File: src/rtl/mmio_uart_tx_pkg.sv
// rtl/mmio_uart_tx_pkg.sv - shared register map, status bits and TX FSM encodings for mmio_uart_tx
package mmio_uart_tx_pkg;

   localparam logic [31:0] DEFAULT_BASE_ADDR = 32'hBFD0_0000;

   // Register select is daddr[3:2]
   localparam logic [1:0] REG_TXDATA  = 2'd0;
   localparam logic [1:0] REG_STATUS  = 2'd1;
   localparam logic [1:0] REG_DIVISOR = 2'd2;
   localparam logic [1:0] REG_RSVD    = 2'd3;

   localparam int STAT_FULL   = 1;
   localparam int STAT_EMPTY  = 2;
   localparam int STAT_BUSY   = 3;
   localparam int STAT_OVF    = 4;
   localparam int STAT_PARITY = 5;

   localparam logic [2:0] ST_IDLE   = 3'd0;
   localparam logic [2:0] ST_START  = 3'd1;
   localparam logic [2:0] ST_DATA   = 3'd2;
   localparam logic [2:0] ST_PARITY = 3'd3;
   localparam logic [2:0] ST_STOP   = 3'd4;

   // A bit time shorter than two cycles cannot be counted, so small values are raised to 2
   function automatic logic [15:0] clamp_div(input logic [15:0] v);
      return (v < 16'd2) ? 16'd2 : v;
   endfunction

endpackage

File: src/rtl/sync_fifo.sv
// rtl/sync_fifo.sv - single-clock FIFO with occupancy count; a push while full is taken only if a pop frees a slot
module sync_fifo #(
   parameter int WIDTH = 8,
   parameter int DEPTH = 16
) (
   input  logic                     clk,
   input  logic                     rst,
   input  logic                     push,
   input  logic                     pop,
   input  logic [WIDTH-1:0]         din,
   output logic [WIDTH-1:0]         dout,
   output logic                     full,
   output logic                     empty,
   output logic [$clog2(DEPTH):0]   count
);

   localparam int AW = $clog2(DEPTH);

   logic [WIDTH-1:0] mem [DEPTH];
   logic [AW:0]      wr_ptr;
   logic [AW:0]      rd_ptr;
   logic             do_pop;
   logic             do_push;

   assign empty   = (wr_ptr == rd_ptr);
   assign full    = (wr_ptr[AW] != rd_ptr[AW]) && (wr_ptr[AW-1:0] == rd_ptr[AW-1:0]);
   assign count   = wr_ptr - rd_ptr;
   assign dout    = mem[rd_ptr[AW-1:0]];
   assign do_pop  = pop & ~empty;
   assign do_push = push & (~full | do_pop);

   // Storage array; contents need no reset because the pointers define validity
   always_ff @(posedge clk) begin
      if (do_push) mem[wr_ptr[AW-1:0]] <= din;
   end

   // Read/write pointers with a wrap bit to tell full from empty
   always_ff @(posedge clk or posedge rst) begin
      if (rst) begin
         wr_ptr <= '0;
         rd_ptr <= '0;
      end else begin
         if (do_push) wr_ptr <= wr_ptr + 1'b1;
         if (do_pop)  rd_ptr <= rd_ptr + 1'b1;
      end
   end

endmodule

File: src/rtl/mmio_uart_tx.sv
// rtl/mmio_uart_tx.sv - memory-mapped FIFO-buffered UART transmitter; MMIO_UART_PARITY_EN selects 8E1 framing
module mmio_uart_tx
   import mmio_uart_tx_pkg::*;
#(
   parameter logic [31:0] BASE_ADDR  = DEFAULT_BASE_ADDR,
   parameter int          FIFO_DEPTH = 16,
   parameter logic [15:0] CLK_DIV    = 16'd434
) (
   input  logic        cpu_clk_50M,
   input  logic        cpu_rst,
   input  logic [31:0] daddr,
   input  logic        dce,
   input  logic [3:0]  we,
   input  logic [31:0] din,
   output logic [31:0] dm,
   output logic        mmio_hit,
   output logic        uart_txd
);

`ifdef MMIO_UART_PARITY_EN
   localparam logic PARITY_FLAG = 1'b1;
`else
   localparam logic PARITY_FLAG = 1'b0;
`endif

   logic                        hit;
   logic [1:0]                  reg_sel;
   logic                        rd_en;
   logic                        push_req;
   logic                        pop;
   logic                        fifo_full;
   logic                        fifo_empty;
   logic [7:0]                  fifo_dout;
   logic [$clog2(FIFO_DEPTH):0] fifo_count;
   logic [15:0]                 divisor;
   logic [15:0]                 div_wr_val;
   logic                        div_we;
   logic                        ovf;
   logic                        ovf_set;
   logic                        ovf_clr;
   logic                        busy;
   logic [31:0]                 status;
   logic [31:0]                 rd_data;
   logic [2:0]                  state;
   logic [15:0]                 frame_div;
   logic [15:0]                 baud_cnt;
   logic                        baud_done;
   logic [2:0]                  bit_idx;
   logic [7:0]                  shreg;
   logic                        unused_bits;

   assign hit        = dce & (daddr[31:4] == BASE_ADDR[31:4]);
   assign reg_sel    = daddr[3:2];
   assign rd_en      = hit & (we == 4'b0000);
   assign push_req   = hit & (reg_sel == REG_TXDATA) & we[0];
   assign pop        = (state == ST_IDLE) & ~fifo_empty;
   assign ovf_set    = push_req & fifo_full & ~pop;
   assign ovf_clr    = rd_en & (reg_sel == REG_STATUS);
   assign busy       = (state != ST_IDLE) | ~fifo_empty;
   assign div_we     = hit & (reg_sel == REG_DIVISOR) & (we[1] | we[0]);
   assign div_wr_val = clamp_div({we[1] ? din[15:8] : divisor[15:8],
                                  we[0] ? din[7:0]  : divisor[7:0]});
   assign baud_done  = (baud_cnt == frame_div - 16'd1);
   assign unused_bits = &{1'b0, daddr[1:0], din[31:16], fifo_count};

   sync_fifo #(
      .WIDTH (8),
      .DEPTH (FIFO_DEPTH)
   ) u_fifo (
      .clk   (cpu_clk_50M),
      .rst   (cpu_rst),
      .push  (push_req),
      .pop   (pop),
      .din   (din[7:0]),
      .dout  (fifo_dout),
      .full  (fifo_full),
      .empty (fifo_empty),
      .count (fifo_count)
   );

   // STATUS word and the read-data mux for the addressed register
   always_comb begin
      status              = '0;
      status[STAT_FULL]   = fifo_full;
      status[STAT_EMPTY]  = fifo_empty;
      status[STAT_BUSY]   = busy;
      status[STAT_OVF]    = ovf;
      status[STAT_PARITY] = PARITY_FLAG;
      case (reg_sel)
         REG_STATUS:  rd_data = status;
         REG_DIVISOR: rd_data = {16'd0, divisor};
         REG_RSVD:    rd_data = 32'd0;
         default:     rd_data = 32'd0;
      endcase
   end

   // Bus-visible registers: divisor, sticky overflow flag, registered read data and hit
   always_ff @(posedge cpu_clk_50M or posedge cpu_rst) begin
      if (cpu_rst) begin
         divisor  <= CLK_DIV;
         ovf      <= 1'b0;
         dm       <= 32'd0;
         mmio_hit <= 1'b0;
      end else begin
         if (div_we) divisor <= div_wr_val;
         if (ovf_set)      ovf <= 1'b1;
         else if (ovf_clr) ovf <= 1'b0;
         mmio_hit <= hit;
         dm       <= rd_en ? rd_data : 32'd0;
      end
   end

   // Baud counter: runs 0..frame_div-1 in every non-idle state, restarting each bit
   always_ff @(posedge cpu_clk_50M or posedge cpu_rst) begin
      if (cpu_rst)                          baud_cnt <= 16'd0;
      else if (state == ST_IDLE || baud_done) baud_cnt <= 16'd0;
      else                                  baud_cnt <= baud_cnt + 16'd1;
   end

   // TX FSM: the divisor is latched at pop so mid-frame DIVISOR writes apply to the next frame
   always_ff @(posedge cpu_clk_50M or posedge cpu_rst) begin
      if (cpu_rst) begin
         state     <= ST_IDLE;
         frame_div <= CLK_DIV;
         bit_idx   <= 3'd0;
         shreg     <= 8'd0;
      end else begin
         case (state)
            ST_IDLE: begin
               if (!fifo_empty) begin
                  shreg     <= fifo_dout;
                  frame_div <= divisor;
                  bit_idx   <= 3'd0;
                  state     <= ST_START;
               end
            end
            ST_START: if (baud_done) state <= ST_DATA;
            ST_DATA: begin
               if (baud_done) begin
                  bit_idx <= bit_idx + 3'd1;
                  if (bit_idx == 3'd7) begin
`ifdef MMIO_UART_PARITY_EN
                     state <= ST_PARITY;
`else
                     state <= ST_STOP;
`endif
                  end
               end
            end
            // Only entered in 8E1 builds
            ST_PARITY: if (baud_done) state <= ST_STOP;
            ST_STOP:   if (baud_done) state <= ST_IDLE;
            default:   state <= ST_IDLE;
         endcase
      end
   end

   // Serial line level decoded from the FSM; reset forces IDLE and hence a high line at once
   always_comb begin
      case (state)
         ST_START:  uart_txd = 1'b0;
         ST_DATA:   uart_txd = shreg[bit_idx];
         ST_PARITY: uart_txd = ^shreg;
         default:   uart_txd = 1'b1;
      endcase
   end

endmodule

File: config.mk
export PLATFORM = sky130hd
export DESIGN_NAME = mmio_uart_tx
export DESIGN_NICKNAME = d
export VERILOG_FILES = /design/src/rtl/mmio_uart_tx_pkg.sv /design/src/rtl/sync_fifo.sv /design/src/rtl/mmio_uart_tx.sv
export SDC_FILE = /design/constraint.sdc
export NUM_CORES = 1
export LEC_CHECK = 0
export BUFFER_PORTS_ARGS = -buffer_cell sky130_fd_sc_hd__buf_4
export CORE_UTILIZATION = 43
export CTS_BUF_LIST = sky130_fd_sc_hd__clkbuf_8
export DETAILED_ROUTE_END_ITERATION = 16
export HOLD_SLACK_MARGIN = 0.08
export PLACE_DENSITY = 0.69
export SLEW_MARGIN = 40
export SYNTH_ARGS = -nofsm -noshare
export SYNTH_HDL_FRONTEND = slang
export SYNTH_SLANG_ARGS = --single-unit
File: constraint.sdc
create_clock -name cpu_clk_50M -period 8.55 [get_ports cpu_clk_50M]
set_input_delay 1.71 -clock cpu_clk_50M [delete_from_list [all_inputs] [get_ports cpu_clk_50M]]
set_output_delay 1.71 -clock cpu_clk_50M [all_outputs]
set_load 0.01 [all_outputs]
== Yosys cells after proc, flatten, opt, wreduce, memory -nomap -nowiden ==
Memory sizes are Yosys's and may differ from the RTL's. A register that Yosys moved wholly into a read port is not among the register bits.
Cells that the tools add are included.

* Flip-flop bits (word level): 98
* RAM bits: 128
* Bits of input ports: 71
* Output and inout port bits: 34
* Logic and storage cells: 89
* Memories: 1

* $add $sub $neg: 5
* Magnitude comparators: 2
* Eq/ne operators: 18
* Multiplexer cells: 23
* Bitwise logic cells: 18
* Reduce and logical (&&, ||, !) cells: 12

{| class="wikitable"
|+ Memory list
! name !! words !! bits a word !! rd ports !! clocked after memory_dff !! write ports !! RTL line !! source
|-
| u_fifo.mem || 16 || 8 || 1 || 1 || 1 || sync_fifo.sv:19 || <nowiki>logic [WIDTH-1:0] mem [DEPTH];</nowiki>
|}

{| class="wikitable"
|+ Operators with widths
! cell !! number
|-
| 16-bit two-way mux || 2
|-
| 32-bit two-way mux || 1
|-
| 16-bit one-hot mux with 2 select lines || 1
|-
| 28-bit equality test, second input constant || 1
|-
| 3-bit two-way mux || 8
|-
| 16-bit by 1-bit adder with 16-bit output, second input constant || 1
|-
| 16-bit equality test || 1
|-
| 16-bit by 2-bit < comparator with 1-bit output, second input constant || 1
|-
| 8-bit two-way mux || 2
|-
| 16-bit by 1-bit subtractor with 16-bit output, second input constant || 1
|-
| 3-bit one-hot mux with 5 select lines || 1
|-
| 1-bit bitwise AND || 12
|-
| 2-bit inequality test, second input constant || 6
|-
| 5-bit by 1-bit adder with 5-bit output, second input constant || 2
|-
| 8-bit XOR reduction || 1
|-
| 3-bit by 2-bit equality test with 1-bit output, second input constant || 2
|-
| 3-bit equality test, second input constant || 2
|-
| 3-bit one-hot mux with 2 select lines || 1
|-
| 6-bit AND reduction || 1
|-
| 5-bit equality test || 1
|-
| 1-bit two-way mux || 5
|-
| 4-bit equality test || 1
|-
| 4-bit zero test || 1
|-
| 3-bit by 4-bit < comparator with 1-bit output, second input constant || 1
|-
| other kinds (17) || 22
|}

== Logic depth before layout (Yosys ltp) ==
* Depth in word-level cells: 8
* Mapped depth: 12
* Gate-level depth less buffers: 9

== Cells and area by module ==
From an unflattened synthesis, not the netlist that was laid out.

* Cell total of the unflattened synthesis: 703
* Area, all modules: 9987.1 sq um

{| class="wikitable"
|+ By module, submodules not included
! module !! instances !! cells an instance !! area each (sq um) !! seq. area each (sq um)
|-
| sync_fifo || 1 || 299 || 5695.5 || 4093.9
|-
| mmio_uart_tx || 1 || 404 || 4291.6 || 2014.4
|}

== Worst setup path after synthesis ==
Ideal clock, no wire load.

* Path type: input to register
* Start: in daddr[5]
* End: mem u_fifo.mem[3][0], enable pin
* Setup time: 0.383 ns
* Arrival time: 3.740 ns
* Required time: 8.167 ns
* Path slack: 4.426 ns
* Cell stages on the path: 7
* Buffers on the path: 0
* Cell sequence: nor4_1 -> nand4_1 -> nor4_2 -> nand3_1 -> a21oi_2 -> nand2_1 -> nor3_1

* Cells in the longest elaborated chain, start to end: 7

{| class="wikitable"
|+ Ends and longest elaborated chain
! what !! RTL line !! source
|-
| start: declaration || mmio_uart_tx.sv:11 || <nowiki>input logic [31:0] daddr,</nowiki>
|-
| 28-bit equality test || mmio_uart_tx.sv:52 || <nowiki>assign hit = dce & (daddr[31:4] == BASE_ADDR[31:4]);</nowiki>
|-
| 1-bit bitwise AND || mmio_uart_tx.sv:52 ||
|-
| named net hit || mmio_uart_tx.sv:26 || <nowiki>logic hit;</nowiki>
|-
| 1-bit bitwise AND (2 in series) || mmio_uart_tx.sv:55 || <nowiki>assign push_req = hit & (reg_sel == REG_TXDATA) & we[0];</nowiki>
|-
| 1-bit bitwise AND || sync_fifo.sv:30 || <nowiki>assign do_push = push & (~full | do_pop);</nowiki>
|-
| 1-bit two-way mux || sync_fifo.sv:34 || <nowiki>if (do_push) mem[wr_ptr[AW-1:0]] <= din;</nowiki>
|-
| 1-bit two-way mux (implied by the code) || sync_fifo.sv:34 ||
|-
| end: declaration || sync_fifo.sv:19 ||
|}

The timed path passes the listed nets, and every way through them passes these cells.

== Worst setup path in the final report ==
* Start: in daddr[9]
* End: mem u_fifo.mem[10][2], enable pin

Same word-level chain as after synthesis.

==> key figures <==
Critical path
  – Worst Path Buf+Inv: 1
  – CP delay by family, top: simple AND/OR/NAND/NOR gates
  – RR Startpoint: frame_div[0]$_DFFE_PP0P_
  – Worst reg2reg endpoint: baud_cnt[4]$_DFF_PP0_
  – CP Launch Type: primary input
  – Data required time of the critical path: a little under 9000 ps
  – Reg2reg setup slack: 5490 ps
  – Crit Path Category: primary input to register
  – Type of element capturing the critical path: register
  – Slowest stage cell, crit path: nor2_1
  – Max stage delay on crit path: 640 ps
  – FF-to-FF path depth: 9
  – Cell Chain, Critical Path: buf_4 > nor4_1 > nand4_1 > nor4_2 > nand3_1 > a21oi_2 > nand2_1 > nor2_1
  – WP data arrival: ~4300 ps
  – Max FO, Critical Path: 9

Worst hold path
  – Hold Path End: u_fifo.wr_ptr[4]$_DFFE_PP0P_
  – Hold path cells: 1
  – HP Start: u_fifo.wr_ptr[4]$_DFFE_PP0P_
  – Hold Path Class: register to register

STA
  – Final Hold Viols: 0
  – Total negative slack: 0 ps
  – Period utilization: 48.54%
  – Slew Viols, Final: 0
  – Hold slack final: 494.5 ps
  – Slew @ Worst Pin: 769.4 ps
  – Final setup viols: 0
  – Relative slew slack: 48.51%
  – Fmax: ~0.24 GHz
  – Unrepaired setup endpoints after global routing: no
  – Tmin final: 4150 ps
  – Final Skew: 42.90 ps

Clock tree
  – Post-CTS resize count: 0
  – Clk slew on worst S/H paths: 60 ps
  – Worst-Skew Late Latency: ~550 ps
  – Hold bufs inserted after CTS: 0
  – Number of H-tree levels: 2
  – CTS tree: yes
  – Root buf cell: clkbuf_8
  – CTS max path bufs: 3
  – # Post-CTS Setup Buffers: 0
  – Num CTS Buffers: 38
  – CTS sink cnt: 218

Run status
  – Status: complete, no violations

Yosys
  – Seq/Total Area, Yosys: 61.92%
  – Number of enable flip-flop cells after synthesis: 128
  – Predominant post-synthesis flop cell: edfxtp_1
  – Ys Warns: 0
  – Top cells by count, synth: 128 x edfxtp_1, 80 x dfrtp_1, 42 x mux4_2, 39 x nor2_1, 37 x mux2_2
  – Largest area contributor in the netlist: edfxtp_1
  – Post-synthesis register bit count: 218
  – Cell Area, Synth: 9866 µm²
  – Avg Inst Size Synth: ~15 µm²
  – Netlist cell types: 64
  – Async S/R FF share, synth: 41.28%
  – Area contributors post-synth: edfxtp_1 39%, dfrtp_1 20%, mux4_2 9.6%
  – Most common cell in the netlist: edfxtp_1
  – Post-synth top area share: 38.96%
  – Syn Inst Count: 666

GRT
  – All-Layer GR Usage: 17.85%
  – Largest net degree at the start of global routing: 56
  – Vias in the first global route: 5,883
  – First-pass GRT wire length: 32,400 µm
  – Grt ovf: 0
  – Initial antenna violation count: 0

Place
  – Dpl hpwl: 13,450 µm
  – Input/output buffers: 70
  – Final Wtd Congestion: 0.8487
  – Placed instance count: around 1,000

Power and ir drop
  – VDD IR-drop max: 0.0001391 V
  – Switching power share of the total: 22.39%
  – P per Cell Area: a little over 200 nW/µm²
  – Switch Pwr: 0.5175 mW
  – Clk pwr share: a little over two fifths
  – Internal power: 1.794 mW
  – Gate power share: under 10%
  – Part of the power in registers: around half
  – Leak: 4.493 nW

Cells and area
  – Share of layout cells above drive strength 1: 31.71%
  – Layout Nets: 837
  – Area Growth Syn to Fin: 15.89%
  – Post-Layout Cell Count: 1,067
  – Ant. Diodes: 0

Die
  – Die Ht: between 150 and 200 µm
  – Total core area: 22,570 µm²
  – IO Count: between 100 and 150
  – Starting Density: around 44%
  – Die area: 23,550 µm²
  – Row cnt: 55
  – Die X: around 150 µm

Drt
  – DRT Wirelength: 19,910 µm
  – Vias: approximately 5,700
  – Drt wl/cell: around 19 µm
  – Vias per cell: 5.303
  – DRT Pass-1 Iters: 4
  – 1st-iter DRT viols: 280
  – DRC viols: 0
  – Final ANT Viol Nets: 0

Flow run
  – Maxcap violations: 0
==> through the flow <==
step           util (%)  setup WS, ps  power [mW]  cell area (µm²)
2_1_floorplan         -          4426       1.285             9922
3_3_place_gp      47.04          3963       1.327            10620
3_5_place_dp      47.06          3833       1.332            10620
4_1_cts           50.65          4407       2.340            11430
5_1_grt           50.65          4144       2.402            11430
6_report          50.65          4400       2.311            11430
==> layout by cell type (no fill, tap or decap), types with 5 or more instances in the layout <==
master    count
a21oi_1      10
a22oi_1       5
and2_1       14
buf_4        78
clkbuf_8     45
conb_1       16
dfrtp_1      79
dfstp_2      10
edfxtp_1    128
ha_1         12
inv_1        30
mux2_2       37
mux4_2       42
nand2_1      30
nand2b_1      7
nand3_1      17
nand4_1      12
nor2_1       39
nor2_4        8
nor3_1       16
nor4_1       11
o21ai_0      12
xnor2_1      34
xor2_1       17
==> power by group through the flow <==
| stage | Combinational (mW) | Sequential [mW] | Clock, mW |
|---|---|---|---|
| after floorplan | 0.113 | 1.17 | 0 |
| after global placement | 0.149 | 1.18 | 0 |
| after detailed placement | 0.152 | 1.18 | 0 |
| after CTS | 0.152 | 1.16 | 1.03 |
| after global routing | 0.165 | 1.16 | 1.07 |
| final | 0.148 | 1.16 | 1.00 |
==> worst register-to-register path: cells and delay by family, from the launching register on <==
kind | cells | cell delay, ps
DFF | 1 | 490
AOI/OAI and AO/OA | 3 | 890
adders and majority gates | 1 | 420
xor gates and xnor gates | 1 | 160
and+or+nand+nor | 3 | 790
buffers and inverters | 1 | 150
==> cell type report <==
class / instances / area, µm²
Clock buffer: 45 / 619.3
Timing Repair Buffer: 78 / 585.6
Multi-Input combinational cell: 399 / 3498
Inverter: 19 / 72.57
Tap cell: 285 / 356.6
Sequential cell: 218 / 6110
Clock inverter: 23 / 191.4
Fill cell: 1886 / 11140
==> worst max path at each step <==
stage | start | endpoint | slack (ps) | depth (start not counted)
3_3_place_gp | daddr[9] | u_fifo.mem[11][0]$_DFFE_PP_ | 3960 | 8
5_1_grt | daddr[11] | u_fifo.mem[11][5]$_DFFE_PP_ | 4140 | 8
3_5_place_dp | daddr[9] | u_fifo.mem[11][0]$_DFFE_PP_ | 3830 | 8
2_1_floorplan | daddr[5] | u_fifo.mem[3][0]$_DFFE_PP_ | 4430 | 7
6_report | daddr[9] | u_fifo.mem[10][2]$_DFFE_PP_ | 4400 | 8
4_1_cts | daddr[9] | u_fifo.mem[11][5]$_DFFE_PP_ | 4410 | 8
==> kinds of logic (layout without fill, tap and decap cells) <==
logic type      Yosys count  after routing  share of synthesized area, %
flops                   218            218                         61.92
simple gates            186            186                         10.81
mux                      82             82                         14.12
buf+inv                  64            165                         3.247
compound gates           52             52                         3.830
xor+xnor                 51             51                         4.528
fa+ha+maj                12             12                         1.522
other cells               1             16                       0.03801
==> state kept, by name (all words and copies together), names as in the netlist <==
name and count:
u_fifo.rd_ptr 5, frame_div 16, u_fifo.mem 128, dm 16, mmio_hit 1, baud_cnt 16, divisor 16, u_fifo.wr_ptr 5
state 3, ovf 1, bit_idx 3, shreg 8
==> per-layer routing <==
layer	vias up	part of all wire, %	GRT usage (%)
met4	0	3.3	8.381
met1	2834	43	23.03
met2	142	49	29.07
li1	2644	-	-
met5	-	0	0
met3	38	4.7	3.601
(Power assumes the default switching activity.)
